===== config.mk =====
export PLATFORM = sky130hd
export DESIGN_NAME = lcd_line_arbiter
export DESIGN_NICKNAME = d
export VERILOG_FILES = /design/src/rtl/lcd_pkg.sv /design/src/rtl/lcd_rr_pick.sv /design/src/rtl/lcd_line_arbiter.sv
export SDC_FILE = /design/constraint.sdc
export NUM_CORES = 1
export LEC_CHECK = 0
export BUFFER_PORTS_ARGS = -buffer_cell sky130_fd_sc_hd__buf_2
export CAP_MARGIN = 40
export CORE_AREA = 2 2 404 406
export DETAILED_ROUTE_END_ITERATION = 10
export DIE_AREA = 0 0 406 408
export HOLD_SLACK_MARGIN = 0.08
export PLACE_DENSITY = 0.35
export SETUP_SLACK_MARGIN = 0.2
export SLEW_MARGIN = 20
export SYNTH_ARGS = -nofsm -noshare
export SYNTH_HDL_FRONTEND = slang
export SYNTH_HIERARCHICAL = 1
export SYNTH_SLANG_ARGS = --single-unit

===== constraint.sdc =====
create_clock -name clk -period 4.5 [get_ports clk]
set_input_delay 0.9 -clock clk [delete_from_list [all_inputs] [get_ports clk]]
set_output_delay 0.9 -clock clk [all_outputs]
set_load 0.01 [all_outputs]

===== src/rtl/lcd_pkg.sv =====
// Shared constants and state encoding for the LCD line arbiter slice.
package lcd_pkg;

    localparam int unsigned LINE_W     = 128;
    localparam logic [7:0]  CHAR_SPACE = 8'h20;
    localparam logic [LINE_W-1:0] BLANK_LINE = {16{CHAR_SPACE}};

    typedef enum logic {
        ST_IDLE = 1'b0,
        ST_HOLD = 1'b1
    } arb_state_e;

endpackage


===== src/rtl/lcd_rr_pick.sv =====
// Combinational round-robin picker: first set request after last_gnt, wrapping.
module lcd_rr_pick #(
    parameter int unsigned NREQ  = 3,
    parameter int unsigned IDX_W = $clog2(NREQ)
) (
    input  logic [NREQ-1:0]  req,
    input  logic [IDX_W-1:0] last_gnt,
    output logic [NREQ-1:0]  win,
    output logic             any
);

    logic [IDX_W-1:0] idx;

    always_comb begin
        win = '0;
        any = 1'b0;
        idx = '0;
        for (int unsigned k = 1; k <= NREQ; k++) begin
            idx = IDX_W'((32'(last_gnt) + k) % NREQ);
            if (!any && req[idx]) begin
                win[idx] = 1'b1;
                any      = 1'b1;
            end
        end
    end

endmodule


===== src/rtl/lcd_line_arbiter.sv =====
// Arbitrates several text sources onto one two-line LCD, holding each grant
// for at least HOLD_CYCLES clocks with round-robin fairness.
module lcd_line_arbiter
    import lcd_pkg::*;
#(
    parameter int unsigned NREQ        = 3,
    parameter int unsigned HOLD_CYCLES = 50_000_000
) (
    input  logic                   clk,
    input  logic                   rst_n,
    input  logic [NREQ-1:0]        req,
    input  logic [NREQ*LINE_W-1:0] line1_in,
    input  logic [NREQ*LINE_W-1:0] line2_in,
    output logic [NREQ-1:0]        gnt,
    output logic                   busy,
    output logic [LINE_W-1:0]      LINE1,
    output logic [LINE_W-1:0]      LINE2,
    output logic                   refresh
);

    localparam int unsigned IDX_W = $clog2(NREQ);
    localparam int unsigned CNT_W = (HOLD_CYCLES > 1) ? $clog2(HOLD_CYCLES) : 1;
    localparam logic [CNT_W-1:0] CNT_MAX = CNT_W'(HOLD_CYCLES - 1);

    arb_state_e         state_q, state_d;
    logic [NREQ-1:0]    gnt_q, gnt_d;
    logic [IDX_W-1:0]   last_q, last_d;
    logic [CNT_W-1:0]   cnt_q, cnt_d;
    logic [LINE_W-1:0]  line1_q, line1_d, line2_q, line2_d;
    logic               refresh_q, refresh_d;

    logic [NREQ-1:0]    pick_req, win, load_src;
    logic               any, load_en, expired, holder_req;
    logic [IDX_W-1:0]   win_idx;
    logic [LINE_W-1:0]  sel_l1, sel_l2;

    // While holding, the holder is masked so "any" means another requester waits.
    assign pick_req   = (state_q == ST_HOLD) ? (req & ~gnt_q) : req;
    assign expired    = (cnt_q == CNT_MAX);
    assign holder_req = |(req & gnt_q);

    lcd_rr_pick #(
        .NREQ  (NREQ),
        .IDX_W (IDX_W)
    ) u_rr_pick (
        .req      (pick_req),
        .last_gnt (last_q),
        .win      (win),
        .any      (any)
    );

    always_comb begin
        win_idx = '0;
        for (int unsigned i = 0; i < NREQ; i++) begin
            if (win[i]) win_idx = IDX_W'(i);
        end
    end

    always_comb begin
        state_d  = state_q;
        gnt_d    = gnt_q;
        last_d   = last_q;
        cnt_d    = cnt_q;
        load_en  = 1'b0;
        load_src = '0;
        case (state_q)
            ST_IDLE: begin
                if (any) begin
                    state_d  = ST_HOLD;
                    gnt_d    = win;
                    last_d   = win_idx;
                    cnt_d    = '0;
                    load_en  = 1'b1;
                    load_src = win;
                end
            end
            ST_HOLD: begin
                if (expired && any) begin
                    gnt_d    = win;
                    last_d   = win_idx;
                    cnt_d    = '0;
                    load_en  = 1'b1;
                    load_src = win;
                end else if (expired && !holder_req) begin
                    state_d = ST_IDLE;
                    gnt_d   = '0;
                end else begin
                    if (!expired) cnt_d = cnt_q + 1'b1;
                    if (holder_req) begin
                        load_en  = 1'b1;
                        load_src = gnt_q;
                    end
                end
            end
            default: begin
                state_d = ST_IDLE;
                gnt_d   = '0;
            end
        endcase
    end

    always_comb begin
        sel_l1 = '0;
        sel_l2 = '0;
        for (int unsigned i = 0; i < NREQ; i++) begin
            if (load_src[i]) begin
                sel_l1 = line1_in[i*LINE_W +: LINE_W];
                sel_l2 = line2_in[i*LINE_W +: LINE_W];
            end
        end
        line1_d   = load_en ? sel_l1 : line1_q;
        line2_d   = load_en ? sel_l2 : line2_q;
        refresh_d = load_en && ({sel_l1, sel_l2} != {line1_q, line2_q});
    end

    always_ff @(posedge clk or negedge rst_n) begin
        if (!rst_n) begin
            state_q   <= ST_IDLE;
            gnt_q     <= '0;
            last_q    <= IDX_W'(NREQ - 1);
            cnt_q     <= '0;
            line1_q   <= BLANK_LINE;
            line2_q   <= BLANK_LINE;
            refresh_q <= 1'b0;
        end else begin
            state_q   <= state_d;
            gnt_q     <= gnt_d;
            last_q    <= last_d;
            cnt_q     <= cnt_d;
            line1_q   <= line1_d;
            line2_q   <= line2_d;
            refresh_q <= refresh_d;
        end
    end

    assign gnt     = gnt_q;
    assign busy    = (state_q == ST_HOLD);
    assign LINE1   = line1_q;
    assign LINE2   = line2_q;
    assign refresh = refresh_q;

endmodule


=== Word-level counts from Yosys, hierarchy flattened ===
Cells that the tools add are included.

* Register bits: 289
* Input port bits: 773
* Output and inout bits: 261
* Logic and storage cells: 100

* $add $sub $neg: 4
* Divide/modulo/power cells: 3
* Order comparisons: 6
* Eq/ne operators: 7
* Multiplexer cells: 52
* Bitwise logic cells: 6
* Reduce and logical (&&, ||, !) cells: 15

{| class="wikitable"
|+ Operators by type and width
! cell !! number
|-
| $mux W128 || 6
|-
| $ne A256 B256 Y1 || 1
|-
| $mux W26 || 4
|-
| $mod A32 B2 Y32 const B || 3
|-
| $pmux W26 S2 || 1
|-
| $mux W3 || 11
|-
| $add A26 B1 Y26 const B || 1
|-
| $eq A26 B26 Y1 const B || 1
|-
| $mux W1 || 16
|-
| $pmux W3 S2 || 2
|-
| $lt A2 B3 Y1 const B || 3
|-
| $logic_and A1 B1 Y1 || 8
|-
| $add A2 B2 Y3 const B || 2
|-
| $and A3 B3 Y3 || 2
|-
| $bmux W1 S2 || 3
|-
| $demux W1 S2 || 3
|-
| $ge A2 B1 Y1 const B || 3
|-
| $mux W2 || 3
|-
| $or A3 B3 Y3 || 2
|-
| $pmux W1 S2 || 2
|-
| $pmux W2 S2 || 1
|-
| $reduce_and A2 Y1 || 2
|-
| $add A2 B1 Y3 const B || 1
|-
| $logic_not A1 Y1 || 3
|-
| other kinds (9) || 9
|}

=== Longest topological paths before layout ===
Gate-level depths: netlist (run 1).

* Depth in word-level cells: 20
* Gate-level depth with buffers: 24
* Depth with buffers taken out: 18

=== Cells and area by module ===
The synthesis (run 1) kept the hierarchy.

{| class="wikitable"
|+ Modules (own cells, without submodules)
! module !! instances !! cells each !! area each (um^2) !! seq. area each (um^2)
|-
| lcd_line_arbiter || 1 || 2709 || 20906.3 || 7273.2
|-
| lcd_rr_pick || 1 || 39 || 267.8 || 0.0
|}

=== Least setup slack after synthesis (run 1) ===
OpenSTA, ideal clock, no wires.

* Path type: input to register
* From: in req[2]
* To: reg refresh_q (netlist: refresh)
* Setup time: 136 ps
* Arrival time: 4365 ps
* Required time: 4364 ps
* Path slack: -1 ps
* Stages on the path: 20
* Path buffers: 3
* Path through: a21boi_0 -> mux2i_1 -> o21ai_2 -> a21oi_1 -> o21a_1 -> nand2_1 -> nor2_1 -> a32oi_1 -> nand2_1 -> buf_2 -> buf_2 -> buf_4 -> a221oi_1 -> nor3_1 -> a2111oi_4 -> o221ai_2 -> nor3_2 -> nand4_1 -> nor4_1 -> a31oi_1

* Elaborated cells on any way between the ends: 43
* Those cells by class: eq/ne (1); mux (29); bitwise (4); reduce/logical (9)

{| class="wikitable"
|+ RTL lines
! element !! line !! text
|-
| from (decl) || lcd_line_arbiter.sv:11 || <nowiki>input logic [NREQ-1:0] req,</nowiki>
|-
| $and A3 B3 Y3 || lcd_line_arbiter.sv:38 || <nowiki>assign pick_req = (state_q == ST_HOLD) ? (req & ~gnt_q) : req;</nowiki>
|-
| $mux W3 (*) || lcd_line_arbiter.sv:38 ||
|-
| $bmux W1 S2 || lcd_rr_pick.sv:20 || <nowiki>if (!any && req[idx]) begin</nowiki>
|-
| $mux W1 (implied by the code) || lcd_rr_pick.sv:20 ||
|-
| $mux W1 || lcd_rr_pick.sv:20 ||
|-
| $logic_not A1 Y1 || lcd_rr_pick.sv:20 ||
|-
| $logic_and A1 B1 Y1 || lcd_rr_pick.sv:20 ||
|-
| $mux W1 || lcd_rr_pick.sv:20 ||
|-
| (+2 left out) || - ||
|-
| $mux W3 (*) || lcd_rr_pick.sv:20 ||
|-
| net win[1] || lcd_line_arbiter.sv:32 || <nowiki>logic [NREQ-1:0] pick_req, win, load_src;</nowiki>
|-
| $mux W3 (on tied branches) || lcd_line_arbiter.sv:78, lcd_line_arbiter.sv:68 ||
|-
| $pmux W3 S2 (*) || lcd_line_arbiter.sv:66 || <nowiki>case (state_q)</nowiki>
|-
| $mux W128 (2 in a row) || lcd_line_arbiter.sv:106 || <nowiki>if (load_src[i]) begin</nowiki>
|-
| $ne A256 B256 Y1 (*) || lcd_line_arbiter.sv:113 || <nowiki>refresh_d = load_en && ({sel_l1, sel_l2} != {line1_q, line2_q});</nowiki>
|-
| $logic_and A1 B1 Y1 (*) || lcd_line_arbiter.sv:113 ||
|-
| net refresh_d || lcd_line_arbiter.sv:30 || <nowiki>logic refresh_q, refresh_d;</nowiki>
|-
| to (signal assigned) || lcd_line_arbiter.sv:132 || <nowiki>refresh_q <= refresh_d;</nowiki>
|-
| to (decl) || lcd_line_arbiter.sv:30 ||
|}

The timed path passes the listed nets; every way through them passes the cells marked *. The select of a mux whose other input is x is not followed.
A chain may end at the register's enable or synchronous reset.

=== Final worst setup path (run 1) ===
* From: reg last_q[1]
* To: reg gnt_q[2] (netlist: gnt[2])

* Word-level cells in the longest chain between the ends: 14
* Elaborated cells on any way between the ends: 46
* Those cells by class: add/sub (3); div (3); order compare (6); eq/ne (2); mux (21); bitwise (2); reduce/logical (9)

{| class="wikitable"
|+ RTL lines
! element !! line !! text
|-
| from (decl) || lcd_line_arbiter.sv:27 || <nowiki>logic [IDX_W-1:0] last_q, last_d;</nowiki>
|-
| from (signal assigned) || lcd_line_arbiter.sv:120 || <nowiki>last_q <= IDX_W'(NREQ - 1);</nowiki>
|-
| from (signal assigned) || lcd_line_arbiter.sv:128 || <nowiki>last_q <= last_d;</nowiki>
|-
| parallel branches: the longest is 14 deep, another holds $mod A32 B2 Y32 || - ||
|-
| to (signal assigned) || lcd_line_arbiter.sv:127 || <nowiki>gnt_q <= gnt_d;</nowiki>
|-
| to (decl) || lcd_line_arbiter.sv:26 || <nowiki>logic [NREQ-1:0] gnt_q, gnt_d;</nowiki>
|}

Parallel ways; which one is timed is not known. The select of a mux whose other input is x is not followed.

==> metrics.cfg, run 1 <==
[cells_and_area]
area_delta_synth_final_pct = 68.4
drive_above_1_share_pct = 42.5
fillers = 18300
fin_nets = 5008
mostFrequentLayoutCell = buf_2
regArea_mm2 = 0.00727
final_cell_mix = buf_2 (1034), buf_4 (504), nand2_1 (425), dfrtp_1 (256), inv_1 (240)
multi_input_area_mm2 = 0.0127
fin_area_mm2 = 0.0356

[clock_tree]
cts_buffer_depth = 3
cts_buffers = 46
cts-root-buf = clkbuf_16
clock_latency_ps = 630
ctsHtreeMaxLevel = 2
clk_pin_slew_worst_paths_ps = 60
cts_tree = done
cts_sinks = 289

[drt]
viasPerCell = 4.65
detail-route-antenna-nets = 0
drt_wl_total_um = 212000
drt_iter0_markers = 2696
drc = 0
wl_per_cell_um = 32.9
num_vias = 30000
dr.pass1.iters = 5

[sta]
setup_slack_ps = -687
max_freq_ghz = 0.193
setup-violations-final = 2
setup_tns_ps = -1220
maxSlewHeadroom_pct = 40.8
max_slew.worst_pin.slew_ps = 888
rsz0062_at_grt = yes
fin_skew_ps = 27.2
hold_viol = 0
period_needed_ps = 5190
fin_crit_sh_pct = 115
fin_hold_ws_ps = 282
slew_violations = 0

[synthesis]
synth_flop_cell = dfrtp_1
synth-edff-count = 0
synth_compound_area_share_pct = 34.2
avgSynthCellArea_um2 = 7.71
synthAdderAreaFrac_pct = 0.295
ys_types = 76
syn-cell-area_mm2 = 0.0212
synth-simple-area-share_pct = 20.8
synth_fp_nets = 3526
synth_top_family_by_area = compound AO/OA/AOI/OAI gates
synth_xor_area_share_pct = 1.65
async_flop_share_pct = 100
ys_warn_count = 6
synth_mux_area_share_pct = 0.514
yosysSeqAreaShare_pct = 34.3
synthCells = 2748
ys_seq_elements = 289

[critical_path]
cpMostUsedCell = buf_4
criticalPathCategory = register to register
critPathRequiredTime_ps = 5040
crit_fanout = 4
slowest_delay_ps = 580
r2r_start = last_q[1]
critPathLaunch = last_q[1]
rr_endpoint = gnt[2]
r2r_cells = 34
cp-start-kind = register
end_kind = register
ff2ff_setup_slack_ps = -690
crit_buf_inv = 27
cp.arrival_ps = 5730
cpMaxStageDelayCell = dfstp_2
endpoint = gnt[2]
cp.depth = 34
critPathTopFamily = buffers and inverters

[floorplanning]
start_util_pct = 13.1
core_mm2 = 0.162
die_y_um = 408
io_pins = 1034
rows = 148
die_x_um = 406
dieArea_mm2 = 0.166

[global_routing]
grt_usage_pct = 24.6
antenna_found_initial = 97
grt_pass1_vias = 30000
overflow = 0
grt_pass1_wl_um = 277000
grt_max_degree = 64

[min_path]
hold_class = input pin to asynchronous set/reset pin

[run_status]
violations = setup timing
run_status = finished with violations

[power_and_ir_drop]
finalPower_mw = 14.0
peakVddDrop_v = 0.000270
p_leak_nw = 17.1
powerDensity_mw_per_mm2 = 393

[run]
maxCapViolCount = 0

[place]
pre_cts_ws_ps = -1520
place_area_mm2 = 0.0329
dp_hpwl_um = 181000
port_buffers = 1033
gp_congestion = 0.985

through the flow:
step,util (%),std cells
2_1_floorplan,-,2748
3_3_place_gp,20.3,6287
3_5_place_dp,20.3,6293
4_1_cts,22.0,6441
5_1_grt,22.0,6460
6_report,22.1,6466
flip-flops by register name, summed over array words and instances (netlist names):
register	flops
cnt_q	26
LINE2	128
LINE1	128
gnt	3
refresh	1
last_q	2
busy	1
layer usage:
| metal | GRT usage (%) | share of wire [%] | vias up |
|---|---|---|---|
| li1 | - | - | 13300 |
| met1 | 27.8 | 38 | 15000 |
| met2 | 44.0 | 51 | 1373 |
| met3 | 4.73 | 5.8 | 379 |
| met4 | 11.8 | 5.4 | 40 |
| met5 | 0 | 0.13 | - |
layout make-up:
| cell class | instances | share of cell area (%) |
|---|---|---|
| Inverter | 241 | 2.54 |
| Clock buffer | 69 | 3.70 |
| Sequential cell | 289 | 20.4 |
| Antenna cell | 24 | 0.168 |
| Multi-Input combinational cell | 2042 | 35.7 |
| Tap cell | 2175 | 7.63 |
| Clock inverter | 16 | 0.649 |
| Timing Repair Buffer | 1610 | 29.3 |
worst min-delay path by stage:
stage	depth (start not counted)	to	from	slack (ps)
6_report	1	LINE2[33]	rst_n	280
4_1_cts	1	LINE2[33]	rst_n	280
3_3_place_gp	2	LINE2[13]	LINE2[13]	460
3_5_place_dp	2	LINE2[45]	LINE2[45]	480
5_1_grt	1	LINE2[33]	rst_n	300
2_1_floorplan	1	cnt_q[24]	cnt_q[24]	470
cell usage after synthesis (all sizes together), types with 18 or more instances:
library cell / n / share of area, %
a31oi: 35 / 1.0
a22oi: 202 / 7.2
or3: 20 / 0.59
xor2: 24 / 0.99
and2: 40 / 1.2
a221oi: 97 / 4.0
o22ai: 108 / 3.2
a221o: 68 / 3.2
inv: 241 / 4.3
nand2: 429 / 7.6
a21oi: 88 / 2.1
o21ai: 191 / 4.5
nand3: 64 / 1.5
nor3: 46 / 1.1
dfrtp: 256 / 30
nand4: 38 / 1.1
dfstp: 33 / 4.1
a32oi: 22 / 0.91
o32ai: 21 / 0.90
clkbuf: 58 / 1.0
buf: 118 / 2.9
nor2: 220 / 3.9
and3: 18 / 0.53
nor4: 38 / 1.2
a21o: 58 / 2.1
power breakdown:
group	total, mW	switching, mW	internal (mW)
clock	3.91	1.60	2.31
combinational	5.78	3.47	2.30
sequential	4.31	1.08	3.23
cells by family after synthesis:
| family | count (synthesis) |
|---|---|
| buffers and inverters | 417 |
| and+or+nand+nor | 973 |
| muxes | 10 |
| xor gates and xnor gates | 40 |
| AOI/OAI and AO/OA | 1014 |
| adders and majority gates | 5 |
| DFF | 289 |
what timing repair did:
| action | 4_1_cts | 5_1_grt |
|---|---|---|
| pin swaps | 37 | 5 |
| cloned | 6 | 0 |
| setup buffers | 57 | 0 |
| hold buffers | 0 | 0 |
| endpoints found under the setup margin | 2 | 3 |
| endpoints found under the hold margin | 0 | 0 |
| resized for setup | 91 | 15 |
Power figures use the tool's default switching activity.
==> run 2: changes to the inputs <==
--- a/config.mk
+++ b/config.mk
@@ -7,11 +7,13 @@
 export LEC_CHECK = 0
 export BUFFER_PORTS_ARGS = -buffer_cell sky130_fd_sc_hd__buf_2
 export CAP_MARGIN = 40
-export CORE_AREA = 2 2 404 406
+export CELL_PAD_IN_SITES_DETAIL_PLACEMENT = 2
+export CELL_PAD_IN_SITES_GLOBAL_PLACEMENT = 2
+export CORE_AREA = 2 2 408 410
 export DETAILED_ROUTE_END_ITERATION = 10
-export DIE_AREA = 0 0 406 408
+export DIE_AREA = 0 0 410 412
 export HOLD_SLACK_MARGIN = 0.08
-export PLACE_DENSITY = 0.35
+export PLACE_DENSITY = 0.52
 export SETUP_SLACK_MARGIN = 0.2
 export SLEW_MARGIN = 20
 export SYNTH_ARGS = -nofsm -noshare
==> metrics.cfg, run 2 (synthesis results as in run 1) <==
[run_status]
run_status = finished with violations
violations = setup timing

[cells_and_area]
fin_area_mm2 = 0.0355
post-route-util_pct = 21.6
mostFrequentLayoutCell = buf_2
final_cell_mix = buf_2 (1034), buf_4 (497), nand2_1 (426), dfrtp_1 (255), inv_1 (239)
area_delta_synth_final_pct = 67.7
fin_nets = 4985
drive_above_1_share_pct = 43.0
stdcell_count = 6463
fillers = 19300

[critical_path]
critPathLaunch = last_q[1]
r2r_cells = 24
end_kind = register
path_cells = buf_4, ha_4, buf_4, o21ai_4, a21oi_1, o21a_1, nand2_1, nor2_2, a32oi_2, o211a_4, buf_12, buf_16, a22oi_1, buf_4, a22o_4, a211o_1, nor4_2, buf_2, buf_4, a21oi_1, nor4_2, and4_4, buf_12, a31oi_1
r2r_start = last_q[1]
rr_endpoint = refresh
cpMostUsedCell = buf_4
critPathTopFamily = compound AO/OA/AOI/OAI gates
crit_fanout = 8
ff2ff_setup_slack_ps = -490
cp.arrival_ps = 5500
cp-start-kind = register
slowest_delay_ps = 560
criticalPathCategory = register to register
cpMaxStageDelayCell = dfstp_2
crit_buf_inv = 8
critPathRequiredTime_ps = 5010

[floorplanning]
die_x_um = 410
rows = 149
dieArea_mm2 = 0.169
start_util_pct = 12.9
core_mm2 = 0.164
io_pins = 1034
die_y_um = 412

[drt]
drc = 0
drt_iter0_markers = 2084
num_vias = 30300
wl_per_cell_um = 33.8
viasPerCell = 4.68
drt_wl_total_um = 218000
detail-route-antenna-nets = 0
dr.pass1.iters = 5

[global_routing]
antenna_found_initial = 85
overflow = 0
grt_max_degree = 81
grt_pass1_vias = 32100
grt_pass1_wl_um = 284000
grt_usage_pct = 24.3

[sta]
setup-violations-final = 1
maxSlewHeadroom_pct = 37.4
fin_crit_sh_pct = 111
slew_violations = 0
period_needed_ps = 4990
setup_slack_ps = -489
setup_tns_ps = -489
max_freq_ghz = 0.200
rsz0062_at_grt = yes
hold_viol = 0
fin_skew_ps = 37.3
max_slew.worst_pin.slew_ps = 939
fin_hold_ws_ps = 224

[power_and_ir_drop]
p_leak_nw = 17.0
clockPowerShare_pct = 28.3
power.switching_mw = 6.27
peakVddDrop_v = 0.000240
p_int_mw = 7.88
pwr-share-comb_pct = 41.1
power_frac_seq_pct = 30.6
powerDensity_mw_per_mm2 = 398
finalPower_mw = 14.1
switching_share_pct = 44.3

[clock_tree]
clk_pin_slew_worst_paths_ps = 60
ctsHtreeMaxLevel = 2
cts_buffer_depth = 3
hold_buffers = 0
cts_tree = done
clock_latency_ps = 650
cts_sinks = 289
cts-root-buf = clkbuf_16
cts_buffers = 47

[place]
pre_cts_ws_ps = -1590
dp.cells = 6316
dp_hpwl_um = 187000
gp_congestion = 0.927
place_area_mm2 = 0.0328
port_buffers = 1033

[run]
maxCapViolCount = 0

[min_path]
hold_class = input pin to asynchronous set/reset pin

## run 2: changes by cell type in the layout (fill, tap and decap cells not counted), moves of 4 or more
cell and delta:
a22oi_1 -8, buf_4 -7, bufbuf_16 -4, buf_12 -15, diode_2 +4, a22oi_2 +8
a221oi_1 -7, clkbuf_16 +9, clkbuf_8 +4, a221oi_2 +4, nor4_2 +6
## run 2: what timing repair did
action	CTS	global route
endpoints found under the hold margin	0	0
pin swaps	9	29
cloned	0	6
setup buffers	2	23
resized for setup	36	100
setup endpoints to repair	1	1
## run 2: cell type report
class / instances / area [um^2] / area share (%)
Timing Repair Buffer: 1585 / 10000 / 28.1
Multi-Input combinational cell: 2043 / 12900 / 36.4
Tap cell: 2189 / 2740 / 7.71
Clock inverter: 11 / 154 / 0.433
Inverter: 241 / 905 / 2.55
Sequential cell: 289 / 7270 / 20.5
Antenna cell: 28 / 70.1 / 0.197
Clock buffer: 77 / 1450 / 4.09
## run 2: routing by layer
| metal | up-vias | routed length, um | track usage (%) |
|---|---|---|---|
| li1 | 13200 | - | - |
| met1 | 15600 | 84300 | 27.8 |
| met2 | 1087 | 112000 | 44.9 |
| met3 | 337 | 12300 | 4.44 |
| met4 | 44 | 9030 | 8.54 |
| met5 | - | 299 | 0 |
## run 2: power by group through the flow
stage                     logic [mW]  registers, mW  clock network, mW
final                           5.81           4.33               4.01
after floorplan                 1.82           4.11                  0
after global routing            6.19           4.40               4.18
after global placement          5.69           4.32                  0
after detailed placement        5.75           4.35                  0
after CTS                       5.81           4.31               4.13
## run 2: how the worst max path moves through the flow
stage          depth (start not counted)      end  slack [ps]
4_1_cts                               20  refresh        -550
3_3_place_gp                          23  refresh       -1800
5_1_grt                               27  refresh        -670
6_report                              24  refresh        -490
2_1_floorplan                         20  refresh         210
3_5_place_dp                          22  refresh       -1590
==> run 3: changes to the inputs <==
--- a/config.mk
+++ b/config.mk
@@ -9,14 +9,13 @@
 export CAP_MARGIN = 40
 export CELL_PAD_IN_SITES_DETAIL_PLACEMENT = 2
 export CELL_PAD_IN_SITES_GLOBAL_PLACEMENT = 2
-export CORE_AREA = 2 2 408 410
+export CORE_AREA = 2 2 399 401
 export DETAILED_ROUTE_END_ITERATION = 10
-export DIE_AREA = 0 0 410 412
+export DIE_AREA = 0 0 401 403
 export HOLD_SLACK_MARGIN = 0.08
-export PLACE_DENSITY = 0.52
+export PLACE_DENSITY = 0.54
 export SETUP_SLACK_MARGIN = 0.2
 export SLEW_MARGIN = 20
 export SYNTH_ARGS = -nofsm -noshare
 export SYNTH_HDL_FRONTEND = slang
-export SYNTH_HIERARCHICAL = 1
 export SYNTH_SLANG_ARGS = --single-unit
==> metrics.cfg, run 3 <==
[power_and_ir_drop]
switching_share_pct = 32.5
p_leak_nw = 16.5
finalPower_mw = 8.05
power_frac_seq_pct = 32.3
clockPowerShare_pct = 50.3
power.switching_mw = 2.61
powerDensity_mw_per_mm2 = 216
pwr-share-comb_pct = 17.4
p_int_mw = 5.44
peakVddDrop_v = 0.000275

[clock_tree]
cts_buffers = 47
ctsHtreeMaxLevel = 2
cts-root-buf = clkbuf_16
cts_tree = done
cts_buffer_depth = 3
clk_pin_slew_worst_paths_ps = 70
clock_latency_ps = 670
cts_sinks = 289

[sta]
max_freq_ghz = 0.197
period_needed_ps = 5080
maxSlewHeadroom_pct = 34.2
slew_violations = 0
fin_skew_ps = 39.3
hold_viol = 0
setup_slack_ps = -575
rsz0062_at_grt = yes
max_slew.worst_pin.slew_ps = 987
setup-violations-final = 1
fin_crit_sh_pct = 113

[critical_path]
cpMostUsedCell = or4_4
path_cells = ha_4, buf_12, buf_4, nor2b_2, o211ai_1, nand4_1, a211oi_2, nor4b_4, or2_4, buf_6, buf_12, buf_16, a22oi_1, a22o_1, or4_4, or4_4, or4_4, o21ai_4, buf_6, a41oi_2
r2r_cells = 20
critPathTopFamily = simple AND/OR/NAND/NOR gates
cp.arrival_ps = 5570
cp-start-kind = register
r2r_start = last_q[1]
crit_buf_inv = 6
end_kind = register
critPathRequiredTime_ps = 5000
slowest_delay_ps = 580
criticalPathCategory = register to register
cpMaxStageDelayCell = dfstp_2
crit_fanout = 9
ff2ff_setup_slack_ps = -580
rr_endpoint = refresh

[cells_and_area]
stdcell_count = 6370
drive_above_1_share_pct = 45.2
area_delta_synth_final_pct = 68.5
fillers = 18400
fin_nets = 4939
final_cell_mix = buf_2 (1032), buf_4 (641), a22oi_1 (548), inv_1 (269), o21ai_0 (266)
mostFrequentLayoutCell = buf_2

[drt]
detail-route-antenna-nets = 0
num_vias = 34600
drc = 0
wl_met2_um = 137000
drt_iter0_markers = 3600
met1_length_um = 105000
wl_met3_um = 30200
wl_per_cell_um = 46.6
viasPerCell = 5.42
drt_wl_total_um = 297000
dr.pass1.iters = 6
highest_layer = met5

[global_routing]
overflow = 0
grt_pass1_vias = 34800
grt_usage_pct = 35.2
grt_pass1_wl_um = 373000
grt_max_degree = 137
antenna_found_initial = 273

[floorplanning]
rows = 146
die_y_um = 403
start_util_pct = 14.0
die_x_um = 401
core_mm2 = 0.157
dieArea_mm2 = 0.162
io_pins = 1034

[synthesis]
synth_fp_nets = 3319
synth-edff-count = 0
async_flop_share_pct = 100
ys_seq_elements = 289
ys_types = 72
synth_flop_cell = dfrtp_1
synth_top_area_share_pct = 29.0
yosysMostFrequentCell = a22oi_1
ys_top_cells_by_area = dfrtp_1 (29%), a22oi_1 (19%), a221oi_1 (6.7%)
yosysSeqAreaShare_pct = 32.9
yosysTopAreaCell = dfrtp_1
synthCells = 2541
ys_warn_count = 0
syn-cell-area_mm2 = 0.0221
synth_commonest_cells = a22oi_1 (552), inv_1 (271), o21ai_0 (267)
avgSynthCellArea_um2 = 8.69

[run]
maxCapViolCount = 0

[place]
dp.cells = 6153
dp_hpwl_um = 261000
gp_congestion = 1.03
port_buffers = 1033

[run_status]
run_status = finished with violations
violations = setup timing

[min_path]
hold_class = input pin to asynchronous set/reset pin

[run 3: cell types whose count changed after synthesis, sizes merged, moves of 52 or more]
cell    before  now
nand2      429   52
a22oi      202  552
nor2       220   48
a22o         9  139
o21ai      191  268
xnor2       16   91
a221oi      97  170
o22ai      108   38
a21oi       88   22
a221o       68   10
buf        118   61
xor2        24   76
[run 3: how the worst max path moves through the flow]
stage / start / endpoint / slack [ps] / cells after the start
after floorplan: req[0] / refresh / 200 / 14
after global placement: line2_in[84] / refresh / -1460 / 15
after detailed placement: req[2] / refresh / -1430 / 19
after CTS: last_q[1] / refresh / -510 / 19
after global routing: last_q[1] / refresh / -690 / 21
final: last_q[1] / refresh / -580 / 20
[run 3: logic make-up after synthesis]
group | Yosys count | synth area share [%]
muxes | 5 | 0.232
buffers and inverters | 428 | 7.72
adders and majority gates | 5 | 0.283
DFF | 289 | 32.9
and+or+nand+nor | 332 | 8.45
xor gates and xnor gates | 167 | 6.63
AOI/OAI and AO/OA | 1315 | 43.7
[run 3: timing repair]
action,CTS,global route
gates resized for setup,41,34
setup buffers,8,17
setup endpoints to repair,1,1
cloned,3,2
hold buffers,0,0
pin swaps,17,27
[run 3: worst reg2reg max path: stages (launching register included)]
cell and delay [ps]:
dfstp_2 580, ha_4 250, buf_12 140, buf_4 130
nor2b_2 140, o211ai_1 120, nand4_1 170, a211oi_2 100
nor4b_4 270, or2_4 250, buf_6 150, buf_12 110
buf_16 130, a22oi_1 110, a22o_1 190, or4_4 520
or4_4 560, or4_4 550, o21ai_4 250, buf_6 140
a41oi_2 70
[run 3: layout make-up]
type	count	area [um^2]	share of cell area (%)
Clock inverter	11	136	0.367
Tap cell	2072	2590	6.97
Multi-Input combinational cell	1824	13400	36.2
Sequential cell	289	7270	19.6
Antenna cell	100	250	0.673
Inverter	271	1020	2.74
Timing Repair Buffer	1728	11000	29.6
Clock buffer	75	1450	3.90
[run 3: stage by stage]
stage | util [%] | instance area (um^2) | hold WS [ps] | setup TNS, ps | setup WS [ps]
2_1_floorplan | - | 22200 | 468 | 0 | 205
3_5_place_dp | 22.0 | 34600 | 512 | -1430 | -1430
4_1_cts | 23.2 | 36600 | 221 | -511 | -511
3_3_place_gp | 22.0 | 34600 | 501 | -1460 | -1460
5_1_grt | 23.6 | 37100 | 260 | -694 | -694
6_report | 23.6 | 37200 | 194 | -575 | -575
[run 3: per-layer routing]
metal	up-vias	global-route usage [%]
met4	186	24.3
li1	13600	-
met3	896	13.6
met1	17600	37.6
met2	2271	57.5
met5	-	0
[run 3: power by group through the flow]
stage                     sequential [mW]  combinational (mW)  clock (mW)
after detailed placement             2.65                1.35           0
after CTS                            2.60                1.35        4.10
after floorplan                      2.65               0.177           0
final                                2.60                1.40        4.05
after global routing                 2.60                1.38        4.15
after global placement               2.65                1.35           0
